**src/rtl/des_pkg.sv**
```systemverilog
// Shared DES constants: permutation tables, S-boxes, key-schedule shift amounts,
// FSM state encodings and the bit-permutation helpers used by the core and des_f.
package des_pkg;

  localparam int BLK_W    = 64;
  localparam int HALF_W   = 32;
  localparam int SUBKEY_W = 48;
  localparam int CD_W     = 28;

  localparam logic [1:0] S_IDLE  = 2'd0;
  localparam logic [1:0] S_ROUND = 2'd1;
  localparam logic [1:0] S_DONE  = 2'd2;

  // All tables use DES numbering: entry value 1 refers to the MSB of the input.
  localparam int IP_T [64] = '{
    58, 50, 42, 34, 26, 18, 10, 2, 60, 52, 44, 36, 28, 20, 12, 4,
    62, 54, 46, 38, 30, 22, 14, 6, 64, 56, 48, 40, 32, 24, 16, 8,
    57, 49, 41, 33, 25, 17,  9, 1, 59, 51, 43, 35, 27, 19, 11, 3,
    61, 53, 45, 37, 29, 21, 13, 5, 63, 55, 47, 39, 31, 23, 15, 7};

  localparam int FP_T [64] = '{
    40, 8, 48, 16, 56, 24, 64, 32, 39, 7, 47, 15, 55, 23, 63, 31,
    38, 6, 46, 14, 54, 22, 62, 30, 37, 5, 45, 13, 53, 21, 61, 29,
    36, 4, 44, 12, 52, 20, 60, 28, 35, 3, 43, 11, 51, 19, 59, 27,
    34, 2, 42, 10, 50, 18, 58, 26, 33, 1, 41,  9, 49, 17, 57, 25};

  localparam int E_T [48] = '{
    32,  1,  2,  3,  4,  5,  4,  5,  6,  7,  8,  9,
     8,  9, 10, 11, 12, 13, 12, 13, 14, 15, 16, 17,
    16, 17, 18, 19, 20, 21, 20, 21, 22, 23, 24, 25,
    24, 25, 26, 27, 28, 29, 28, 29, 30, 31, 32,  1};

  localparam int P_T [32] = '{
    16,  7, 20, 21, 29, 12, 28, 17,  1, 15, 23, 26,  5, 18, 31, 10,
     2,  8, 24, 14, 32, 27,  3,  9, 19, 13, 30,  6, 22, 11,  4, 25};

  localparam int PC1_T [56] = '{
    57, 49, 41, 33, 25, 17,  9,  1, 58, 50, 42, 34, 26, 18,
    10,  2, 59, 51, 43, 35, 27, 19, 11,  3, 60, 52, 44, 36,
    63, 55, 47, 39, 31, 23, 15,  7, 62, 54, 46, 38, 30, 22,
    14,  6, 61, 53, 45, 37, 29, 21, 13,  5, 28, 20, 12,  4};

  localparam int PC2_T [48] = '{
    14, 17, 11, 24,  1,  5,  3, 28, 15,  6, 21, 10,
    23, 19, 12,  4, 26,  8, 16,  7, 27, 20, 13,  2,
    41, 52, 31, 37, 47, 55, 30, 40, 51, 45, 33, 48,
    44, 49, 39, 56, 34, 53, 46, 42, 50, 36, 29, 32};

  localparam int SHIFT  [16] = '{1, 1, 2, 2, 2, 2, 2, 2, 1, 2, 2, 2, 2, 2, 2, 1};
  localparam int RSHIFT [16] = '{0, 1, 2, 2, 2, 2, 2, 2, 1, 2, 2, 2, 2, 2, 2, 1};

  // Each S-box is stored row-major: index = {row, col} = {b5, b0, b4..b1}.
  localparam int SBOX [8][64] = '{
    '{14, 4, 13, 1, 2, 15, 11, 8, 3, 10, 6, 12, 5, 9, 0, 7,
       0, 15, 7, 4, 14, 2, 13, 1, 10, 6, 12, 11, 9, 5, 3, 8,
       4, 1, 14, 8, 13, 6, 2, 11, 15, 12, 9, 7, 3, 10, 5, 0,
      15, 12, 8, 2, 4, 9, 1, 7, 5, 11, 3, 14, 10, 0, 6, 13},
    '{15, 1, 8, 14, 6, 11, 3, 4, 9, 7, 2, 13, 12, 0, 5, 10,
       3, 13, 4, 7, 15, 2, 8, 14, 12, 0, 1, 10, 6, 9, 11, 5,
       0, 14, 7, 11, 10, 4, 13, 1, 5, 8, 12, 6, 9, 3, 2, 15,
      13, 8, 10, 1, 3, 15, 4, 2, 11, 6, 7, 12, 0, 5, 14, 9},
    '{10, 0, 9, 14, 6, 3, 15, 5, 1, 13, 12, 7, 11, 4, 2, 8,
      13, 7, 0, 9, 3, 4, 6, 10, 2, 8, 5, 14, 12, 11, 15, 1,
      13, 6, 4, 9, 8, 15, 3, 0, 11, 1, 2, 12, 5, 10, 14, 7,
       1, 10, 13, 0, 6, 9, 8, 7, 4, 15, 14, 3, 11, 5, 2, 12},
    '{ 7, 13, 14, 3, 0, 6, 9, 10, 1, 2, 8, 5, 11, 12, 4, 15,
      13, 8, 11, 5, 6, 15, 0, 3, 4, 7, 2, 12, 1, 10, 14, 9,
      10, 6, 9, 0, 12, 11, 7, 13, 15, 1, 3, 14, 5, 2, 8, 4,
       3, 15, 0, 6, 10, 1, 13, 8, 9, 4, 5, 11, 12, 7, 2, 14},
    '{ 2, 12, 4, 1, 7, 10, 11, 6, 8, 5, 3, 15, 13, 0, 14, 9,
      14, 11, 2, 12, 4, 7, 13, 1, 5, 0, 15, 10, 3, 9, 8, 6,
       4, 2, 1, 11, 10, 13, 7, 8, 15, 9, 12, 5, 6, 3, 0, 14,
      11, 8, 12, 7, 1, 14, 2, 13, 6, 15, 0, 9, 10, 4, 5, 3},
    '{12, 1, 10, 15, 9, 2, 6, 8, 0, 13, 3, 4, 14, 7, 5, 11,
      10, 15, 4, 2, 7, 12, 9, 5, 6, 1, 13, 14, 0, 11, 3, 8,
       9, 14, 15, 5, 2, 8, 12, 3, 7, 0, 4, 10, 1, 13, 11, 6,
       4, 3, 2, 12, 9, 5, 15, 10, 11, 14, 1, 7, 6, 0, 8, 13},
    '{ 4, 11, 2, 14, 15, 0, 8, 13, 3, 12, 9, 7, 5, 10, 6, 1,
      13, 0, 11, 7, 4, 9, 1, 10, 14, 3, 5, 12, 2, 15, 8, 6,
       1, 4, 11, 13, 12, 3, 7, 14, 10, 15, 6, 8, 0, 5, 9, 2,
       6, 11, 13, 8, 1, 4, 10, 7, 9, 5, 0, 15, 14, 2, 3, 12},
    '{13, 2, 8, 4, 6, 15, 11, 1, 10, 9, 3, 14, 5, 0, 12, 7,
       1, 15, 13, 8, 10, 3, 7, 4, 12, 5, 6, 11, 0, 14, 9, 2,
       7, 11, 4, 1, 9, 12, 14, 2, 0, 6, 10, 13, 15, 3, 5, 8,
       2, 1, 14, 7, 4, 10, 8, 13, 15, 12, 9, 0, 3, 5, 6, 11}};

  function automatic logic [BLK_W-1:0] ip_perm(input logic [BLK_W-1:0] x);
    logic [BLK_W-1:0] y;
    for (int i = 0; i < 64; i++) y[63-i] = x[64-IP_T[i]];
    return y;
  endfunction

  function automatic logic [BLK_W-1:0] fp_perm(input logic [BLK_W-1:0] x);
    logic [BLK_W-1:0] y;
    for (int i = 0; i < 64; i++) y[63-i] = x[64-FP_T[i]];
    return y;
  endfunction

  function automatic logic [SUBKEY_W-1:0] e_exp(input logic [HALF_W-1:0] x);
    logic [SUBKEY_W-1:0] y;
    for (int i = 0; i < 48; i++) y[47-i] = x[32-E_T[i]];
    return y;
  endfunction

  function automatic logic [HALF_W-1:0] p_perm(input logic [HALF_W-1:0] x);
    logic [HALF_W-1:0] y;
    for (int i = 0; i < 32; i++) y[31-i] = x[32-P_T[i]];
    return y;
  endfunction

  function automatic logic [2*CD_W-1:0] pc1_perm(input logic [BLK_W-1:0] x);
    logic [2*CD_W-1:0] y;
    for (int i = 0; i < 56; i++) y[55-i] = x[64-PC1_T[i]];
    return y;
  endfunction

  function automatic logic [SUBKEY_W-1:0] pc2_perm(input logic [2*CD_W-1:0] x);
    logic [SUBKEY_W-1:0] y;
    for (int i = 0; i < 48; i++) y[47-i] = x[56-PC2_T[i]];
    return y;
  endfunction

  function automatic logic [CD_W-1:0] rot28(input logic [CD_W-1:0] x, input int n,
                                            input logic right);
    logic [CD_W-1:0] y;
    case (n)
      1:       y = right ? {x[0], x[27:1]}   : {x[26:0], x[27]};
      2:       y = right ? {x[1:0], x[27:2]} : {x[25:0], x[27:26]};
      default: y = x;
    endcase
    return y;
  endfunction

endpackage

```
**src/rtl/des_f.sv**
```systemverilog
// DES round function f(R,K) = P(S1..S8(E(R) xor K)); purely combinational.
module des_f
  import des_pkg::*;
(
  input  logic [HALF_W-1:0]   r,
  input  logic [SUBKEY_W-1:0] k,
  output logic [HALF_W-1:0]   f
);

  logic [SUBKEY_W-1:0] x;
  logic [HALF_W-1:0]   s;

  assign x = e_exp(r) ^ k;

  for (genvar j = 0; j < 8; j++) begin : g_sbox
    logic [5:0] chunk;
    assign chunk = x[47-6*j -: 6];
    // Outer bits select the row, inner four the column.
    assign s[31-4*j -: 4] = 4'(SBOX[j][{chunk[5], chunk[0], chunk[4:1]}]);
  end

  assign f = p_perm(s);

endmodule

```
**src/rtl/des_iter_core.sv**
```systemverilog
// Iterative DES engine: one Feistel round per clock with on-the-fly key schedule.
// Optional macro DES_DECRYPT_EN adds in_decrypt (reverse key schedule).
module des_iter_core
  import des_pkg::*;
#(
  parameter int NUM_ROUNDS = 16  // must not exceed 16 (shift tables have 16 entries)
) (
  input  logic             clk,
  input  logic             rst_n,
  input  logic             in_valid,
  output logic             in_ready,
  input  logic [BLK_W-1:0] in_block,
  input  logic [BLK_W-1:0] in_key,
`ifdef DES_DECRYPT_EN
  input  logic             in_decrypt,
`endif
  output logic             out_valid,
  input  logic             out_ready,
  output logic [BLK_W-1:0] out_block,
  output logic             busy
);

  localparam logic [3:0] LAST_RND = 4'(NUM_ROUNDS - 1);

  logic [1:0]          state;
  logic [HALF_W-1:0]   l, r;
  logic [CD_W-1:0]     c, d;
  logic [3:0]          rnd;
  logic                dec;
  logic [CD_W-1:0]     c_rot, d_rot;
  logic [SUBKEY_W-1:0] kr;
  logic [HALF_W-1:0]   f_out;

  assign in_ready  = (state == S_IDLE);
  assign busy      = (state == S_ROUND);
  assign out_valid = (state == S_DONE);

  // Decrypt walks the schedule backwards: right rotation starting with zero
  // yields K16 first because C0D0 equals C16D16.
  always_comb begin
    if (dec) begin
      c_rot = rot28(c, RSHIFT[rnd], 1'b1);
      d_rot = rot28(d, RSHIFT[rnd], 1'b1);
    end else begin
      c_rot = rot28(c, SHIFT[rnd], 1'b0);
      d_rot = rot28(d, SHIFT[rnd], 1'b0);
    end
  end

  assign kr = pc2_perm({c_rot, d_rot});

  des_f u_f (
    .r (r),
    .k (kr),
    .f (f_out)
  );

  // NOTE: registered state uses non-blocking assignments so every flop samples
  // the pre-edge values of its neighbours (L <= R and R <= L ^ f rely on this).
  always_ff @(posedge clk or negedge rst_n) begin
    if (!rst_n) begin
      state     <= S_IDLE;
      l         <= '0;
      r         <= '0;
      c         <= '0;
      d         <= '0;
      rnd       <= '0;
      out_block <= '0;
    end else begin
      case (state)
        S_IDLE: begin
          if (in_valid) begin
            {l, r} <= ip_perm(in_block);
            {c, d} <= pc1_perm(in_key);
            rnd    <= '0;
            state  <= S_ROUND;
          end
        end
        S_ROUND: begin
          c   <= c_rot;
          d   <= d_rot;
          l   <= r;
          r   <= l ^ f_out;
          rnd <= rnd + 4'd1;
          if (rnd == LAST_RND) begin
            // Final output takes the swapped halves R16 || L16.
            out_block <= fp_perm({l ^ f_out, r});
            state     <= S_DONE;
          end
        end
        S_DONE: begin
          if (out_ready) state <= S_IDLE;
        end
        default: state <= S_IDLE;
      endcase
    end
  end

`ifdef DES_DECRYPT_EN
  always_ff @(posedge clk or negedge rst_n) begin
    if (!rst_n)                       dec <= 1'b0;
    else if (state == S_IDLE && in_valid) dec <= in_decrypt;
  end
`else
  assign dec = 1'b0;
`endif

endmodule

```
**config.mk**
```make
export PLATFORM = sky130hd
export DESIGN_NAME = des_iter_core
export DESIGN_NICKNAME = d
export VERILOG_FILES = /design/src/rtl/des_pkg.sv /design/src/rtl/des_f.sv /design/src/rtl/des_iter_core.sv
export SDC_FILE = /design/constraint.sdc
export NUM_CORES = 1
export LEC_CHECK = 0
export BUFFER_PORTS_ARGS = -buffer_cell sky130_fd_sc_hd__buf_2
export CORE_MARGIN = 2
export CORE_UTILIZATION = 60
export CTS_CLUSTER_DIAMETER = 30
export CTS_CLUSTER_SIZE = 28
export DETAILED_ROUTE_END_ITERATION = 10
export HOLD_SLACK_MARGIN = 0.12
export PLACE_DENSITY_LB_ADDON = 0.2
export SYNTH_ARGS = -nofsm -noshare
export SYNTH_HDL_FRONTEND = slang
export SYNTH_SLANG_ARGS = --single-unit
```
**constraint.sdc**
```tcl
create_clock -name clk -period 4.1 [get_ports clk]
set_input_delay 1.23 -clock clk [delete_from_list [all_inputs] [get_ports clk]]
set_output_delay 1.23 -clock clk [all_outputs]
set_load 0.1 [all_outputs]
```
==> results.py, run 1 <==
metrics = {
    "global_route": {
        "initial_antenna_violation_count": 1,
        "grt_start_max_net_pins": 106,
        "grt_remaining_overflow": 0,
        "grt_pass1_wl_um": 97300,
        "grt.total_usage_pct": 40.2,
        "grt_pass1_vias": 17186,
    },
    "timing": {
        "slew_violations": 0,
        "max-slew-margin-rel_pct": 35.2,
        "final.min_clock_period_ps": 3910,
        "slew_of_the_pin_with_the_lowest_slew_margin_ps": 971,
        "skew_ps": 18.5,
        "final_setup_violations": 0,
        "fmax_mhz": 256,
        "hold_viol_final": 0,
        "final_tns_setup_ps": 0,
        "post-route-period-util_pct": 95.4,
        "grt_setup_unrepaired": "no",
    },
    "final_layout": {
        "final-seq-area_um2": 4760,
        "antennaDiodeCount": 0,
        "fillers": 2460,
        "synthToLayoutAreaGrowth_pct": 14.7,
        "finish.net_count": 2589,
        "multi_input_gate_area_um2": 12200,
        "post_route_cells_drive_above_1_share_pct": 23.0,
    },
    "setup_path": {
        "cp_num_buf_inv": 3,
        "critical-path-top-delay-family": "multiplexers",
        "setup.worst_path.start_class": "flip-flop",
        "cp_data_arrival_time_ps": 4250,
        "critPathMaxFanout": 15,
        "required_ps": 4440,
        "slowest_stage": "dfrtp_4",
        "crit_path_end_kind": "flip-flop",
        "setup.worst_path.class": "flip-flop to flip-flop",
        "crit_chain": "buf_6 -> buf_4 -> nor2_1 -> mux4_2 -> or3_1 -> buf_4 -> ha_1 -> o311ai_0 -> o21ai_1 -> mux4_2 -> xnor2_1 -> a21oi_1",
        "crit_path_max_incr_delay_ps": 610,
    },
    "cts": {
        "cts_tree": "done",
        "root_buffer": "clkbuf_16",
        "insertion_delay_of_the_later_clocked_pin_in_the_worst_skew_pair_ps": 470,
        "tritoncts.num_buffers": 17,
        "cts.reportedPaths.clkPinSlew_ps": 70,
        "cts_max_path_buffers": 2,
        "cts_hold_repair.buffers": 0,
        "htree_levels": 4,
        "clock-sinks": 190,
    },
    "yosys": {
        "synth_top_area_cell": "dfrtp_1",
        "synth_area_um2": 18100,
        "synth_flop_cell": "dfrtp_1",
        "synthesis.yosys.warnings": 0,
        "post_synth_num_cell_types": 95,
        "synth.ff_latch_count": 190,
        "ys_async_sr_fraction_pct": 100,
        "syn_inst": 2214,
        "syn_avg_cell_area_um2": 8.18,
        "synthDominantCellAreaShare_pct": 26.3,
        "seq_area_frac_synth_pct": 26.3,
        "syn-num-nets": 2410,
        "number_of_enable_flip_flop_cells_after_synthesis": 0,
        "post_synth_main_area_contributors": "dfrtp_1, mux4_2, nand2_1",
    },
    "flow_run": {
        "drv_cap": 0,
    },
    "die": {
        "die_h_um": 178,
        "start_util_pct": 61.1,
        "coreArea_um2": 29600,
        "std_cell_rows": 63,
        "chipWidth_um": 178,
        "io_pins": 199,
        "die-area_um2": 31600,
    },
    "routing": {
        "antenna_violating_nets_post_route": 0,
        "detailedRoute.firstIterationViolations": 2480,
        "detailedRoute.firstPassIterationCount": 5,
        "drcViolationCount": 0,
        "routed-via-count": 18678,
        "totalWireLength_um": 64100,
        "wl_per_cell_um": 22.9,
        "viasPerCell": 6.68,
    },
    "placement": {
        "gp_routability_congestion": 0.960,
        "post-dp-hpwl_um": 47000,
        "place.port_buffers": 190,
    },
    "worst_hold_path": {
        "worstHoldPathType": "flip-flop to flip-flop",
    },
    "status": {
        "result_of_the_run": "completed",
    },
}
## worst paths after layout
kind	cells after the start	startpoint	slack, ps	endpoint
worst min-delay path	2	out_block[13]	470	out_block[13]
worst max-delay path	12	rnd[3]	190	r[3]
max in group asynchronous	2	rst_n	2400	out_block[10]
worst max register to register	12	rnd[3]	190	r[3]
worst min register to register	2	out_block[13]	470	out_block[13]
min in group asynchronous	1	rst_n	930	l[30]
## cells in the mapped netlist (all sizes together) (23+ instances only)
cell type / number
a211oi: 32
a21oi: 146
a31oi: 66
buf: 83
clkbuf: 141
dfrtp: 190
ha: 64
inv: 35
mux2i: 99
mux4: 52
nand2: 311
nand2b: 44
nand3: 36
nand3b: 58
nor2: 144
nor2b: 48
nor3: 47
o211ai: 23
o21ai: 113
o22a: 58
o22ai: 51
or2: 29
or3: 34
xnor2: 40
## sequential cells by signal, summed over array words and instances (netlist names)
name / cells
c: 28
d: 28
l: 32
out_block: 64
r: 32
rnd: 4
state: 2
## worst min-delay path, stage by stage (launching register included)
cell and delay [ps]:
dfrtp_1 340, nand2_1 50, nand2_1 60
## per-layer routing
layer	routed length, um	track usage [%]	vias to the layer above
met4	3540	20.4	2
met3	7350	8.42	191
li1	-	-	8448
met5	14	0	-
met2	27800	59.8	1184
met1	25400	55.2	8853
## cells in the final DEF (no fill, tap or decap), types with 23 or more instances in the layout
cell type	count
a211oi_1	30
a21oi_1	144
a31oi_1	66
buf_2	188
buf_4	184
dfrtp_1	187
ha_1	64
inv_1	25
mux2i_1	97
mux4_2	52
nand2_1	308
nand2b_1	44
nand3_1	34
nand3b_1	58
nor2_1	140
nor2b_1	48
nor3_1	42
o211ai_1	23
o21ai_0	89
o22a_1	58
o22ai_1	51
or3_1	34
xnor2_1	39
## per-stage QoR
step	std cells	area, um^2	worst slack, ps	hold WS, ps	utilization (%)
6_report	2795	20800	190	472	70.1
4_1_cts	2790	20700	24.5	477	69.8
2_1_floorplan	2214	18100	514	488	-
3_5_place_dp	2759	20100	63.9	457	67.7
3_3_place_gp	2759	20100	110	457	67.7
5_1_grt	2795	20800	9.80	503	70.1
## area by class of cell
cell class	count	area share, %
Clock buffer	19	2.18
Clock inverter	12	0.741
Sequential cell	190	22.9
Timing Repair Buffer	384	12.3
Tap cell	390	2.35
Multi-Input combinational cell	1763	58.8
Inverter	37	0.687
## kinds of logic after synthesis
family	Yosys count	share of synthesized area (%)
AO/OA/AOI/OAI	623	23.1
XOR/XNOR	61	2.99
adder cells (fa/ha/maj)	65	4.48
buffers and inverters	261	6.55
flip-flops	190	26.3
multiplexers	164	12.8
AND/OR/NAND/NOR	850	23.8
## timing repair
item	in CTS	in global routing
setup endpoints to repair	0	19
gates resized for setup	0	7
hold endpoints to repair	0	0
buffers inserted	0	5
Power of run 1 is not shown: default switching activity piles up to over one toggle a cycle in this logic, so the estimate is an artifact.
==> run 2: changes to the inputs <==
--- a/config.mk
+++ b/config.mk
@@ -12,7 +12,7 @@
 export CTS_CLUSTER_SIZE = 28
 export DETAILED_ROUTE_END_ITERATION = 10
 export HOLD_SLACK_MARGIN = 0.12
-export PLACE_DENSITY_LB_ADDON = 0.2
+export PLACE_DENSITY = 0.81
 export SYNTH_ARGS = -nofsm -noshare
 export SYNTH_HDL_FRONTEND = slang
 export SYNTH_SLANG_ARGS = --single-unit
==> results.py, run 2 (synthesis results as in run 1) <==
metrics = {
    "setup_path": {
        "required_ps": 4430,
        "crit_path_max_incr_delay_ps": 490,
        "critical-path-top-delay-family": "simple AND/OR/NAND/NOR gates",
        "crit_path_end_kind": "flip-flop",
        "critPathMaxFanout": 24,
        "crit_chain": "inv_1 -> ha_1 -> mux2i_4 -> buf_12 -> buf_4 -> a21oi_1 -> or3_1 -> ha_2 -> nor4_1 -> a221o_1 -> mux2i_1 -> mux2i_1 -> buf_4 -> xor2_1 -> a21oi_1",
        "cp_data_arrival_time_ps": 4280,
        "setup.worst_path.start_class": "flip-flop",
        "setup.worst_path.class": "flip-flop to flip-flop",
        "slowest_stage": "or3_1",
        "cp_num_buf_inv": 4,
    },
    "final_layout": {
        "fin_util_pct": 69.6,
        "largest_reg_flops": 64,
        "registers.top_by_ff_count": "out_block",
        "mostFrequentLayoutCells": "nand2_1, dfrtp_1, buf_2, buf_4, a21oi_1",
        "synthToLayoutAreaGrowth_pct": 14.0,
        "finish.net_count": 2569,
        "fin_area_um2": 20600,
        "biggest_registers_after_layout": "out_block (64), l (32), r (32)",
        "post_route_cells_drive_above_1_share_pct": 22.3,
        "layout_commonest_cell": "nand2_1",
    },
    "routing": {
        "routed-via-count": 18762,
        "totalWireLength_um": 63900,
        "detailedRoute.firstPassIterationCount": 7,
        "wl_per_cell_um": 23.0,
        "viasPerCell": 6.76,
        "drcViolationCount": 0,
        "antenna_violating_nets_post_route": 0,
        "detailedRoute.firstIterationViolations": 2389,
    },
    "cts": {
        "clock-sinks": 190,
        "cts.reportedPaths.clkPinSlew_ps": 90,
        "cts_max_path_buffers": 2,
        "insertion_delay_of_the_later_clocked_pin_in_the_worst_skew_pair_ps": 470,
        "cts_hold_repair.buffers": 0,
        "root_buffer": "clkbuf_16",
        "htree_levels": 4,
        "tritoncts.num_buffers": 17,
        "cts_tree": "done",
    },
    "global_route": {
        "grt_start_max_net_pins": 107,
        "grt_pass1_wl_um": 98500,
        "initial_antenna_violation_count": 1,
        "grt.total_usage_pct": 40.6,
        "grt_pass1_vias": 17465,
        "grt_remaining_overflow": 0,
    },
    "placement": {
        "gp_routability_congestion": 0.990,
        "dpl-instance-area_um2": 19900,
        "place.port_buffers": 190,
        "post-dp-hpwl_um": 47100,
        "dpl_worst_slack_ps": 63.8,
    },
    "die": {
        "io_pins": 199,
        "chipWidth_um": 178,
        "die_h_um": 178,
        "coreArea_um2": 29600,
        "start_util_pct": 61.1,
        "die-area_um2": 31600,
        "std_cell_rows": 63,
    },
    "timing": {
        "slew_of_the_pin_with_the_lowest_slew_margin_ps": 1060,
        "layout_setup_ws_ps": 153,
        "post-route-period-util_pct": 96.3,
        "final_tns_setup_ps": 0,
        "final_setup_violations": 0,
        "skew_ps": 19.1,
        "final.min_clock_period_ps": 3950,
        "slew_violations": 0,
        "hold_viol_final": 0,
        "grt_setup_unrepaired": "no",
        "fmax_mhz": 253,
        "max-slew-margin-rel_pct": 29.2,
    },
    "worst_hold_path": {
        "worstHoldPathType": "flip-flop to flip-flop",
    },
    "status": {
        "result_of_the_run": "completed",
    },
    "flow_run": {
        "drv_cap": 0,
    },
}
==> run 2: stage by stage <==
step | instances | hold slack [ps]
after floorplan | 2214 | 488
after global placement | 2739 | 457
after detailed placement | 2739 | 458
after CTS | 2771 | 478
after global routing | 2777 | 494
final | 2777 | 475
==> run 2: final cells by class <==
cell class	count	area, um^2
Multi-Input combinational cell	1763	12200
Fill cell	2458	9010
Sequential cell	190	4760
Timing Repair Buffer	364	2390
Tap cell	390	488
Clock buffer	18	439
Clock inverter	14	188
Inverter	37	143
Antenna cell	1	2.50
==> run 2: path summary, 6_finish.rpt <==
kind                       slack, ps  cells past startpoint     startpoint             to
max                              150                     15         rnd[0]           r[8]
min in group asynchronous        850                      1          rst_n  out_block[59]
max reg2reg                      150                     15         rnd[0]           r[8]
max in group asynchronous       2410                      2          rst_n  out_block[28]
min reg2reg                      470                      2  out_block[23]  out_block[23]
min                              470                      2  out_block[23]  out_block[23]
==> run 2: routing by layer <==
metal	vias up	wire, um	GRT usage (%)
li1	8413	-	-
met1	8996	24600	54.6
met2	1165	27600	59.9
met3	188	7640	9.60
met4	0	4060	23.0
met5	-	0	0
==> run 2: timing repair <==
item                                   CTS  global route
setup endpoints to repair                0            18
setup buffers                            0             5
endpoints found under the hold margin    0             0
resized for setup                        0             3
==> run 2: worst reg2reg max path: stages (launching register included) <==
cell and delay (ps):
dfrtp_1 440, inv_1 80, ha_1 250, mux2i_4 190
buf_12 210, buf_4 260, a21oi_1 60, or3_1 490
ha_2 430, nor4_1 330, a221o_1 160, mux2i_1 70
mux2i_1 380, buf_4 190, xor2_1 170, a21oi_1 100
Power of run 2 is left out for the same reason.
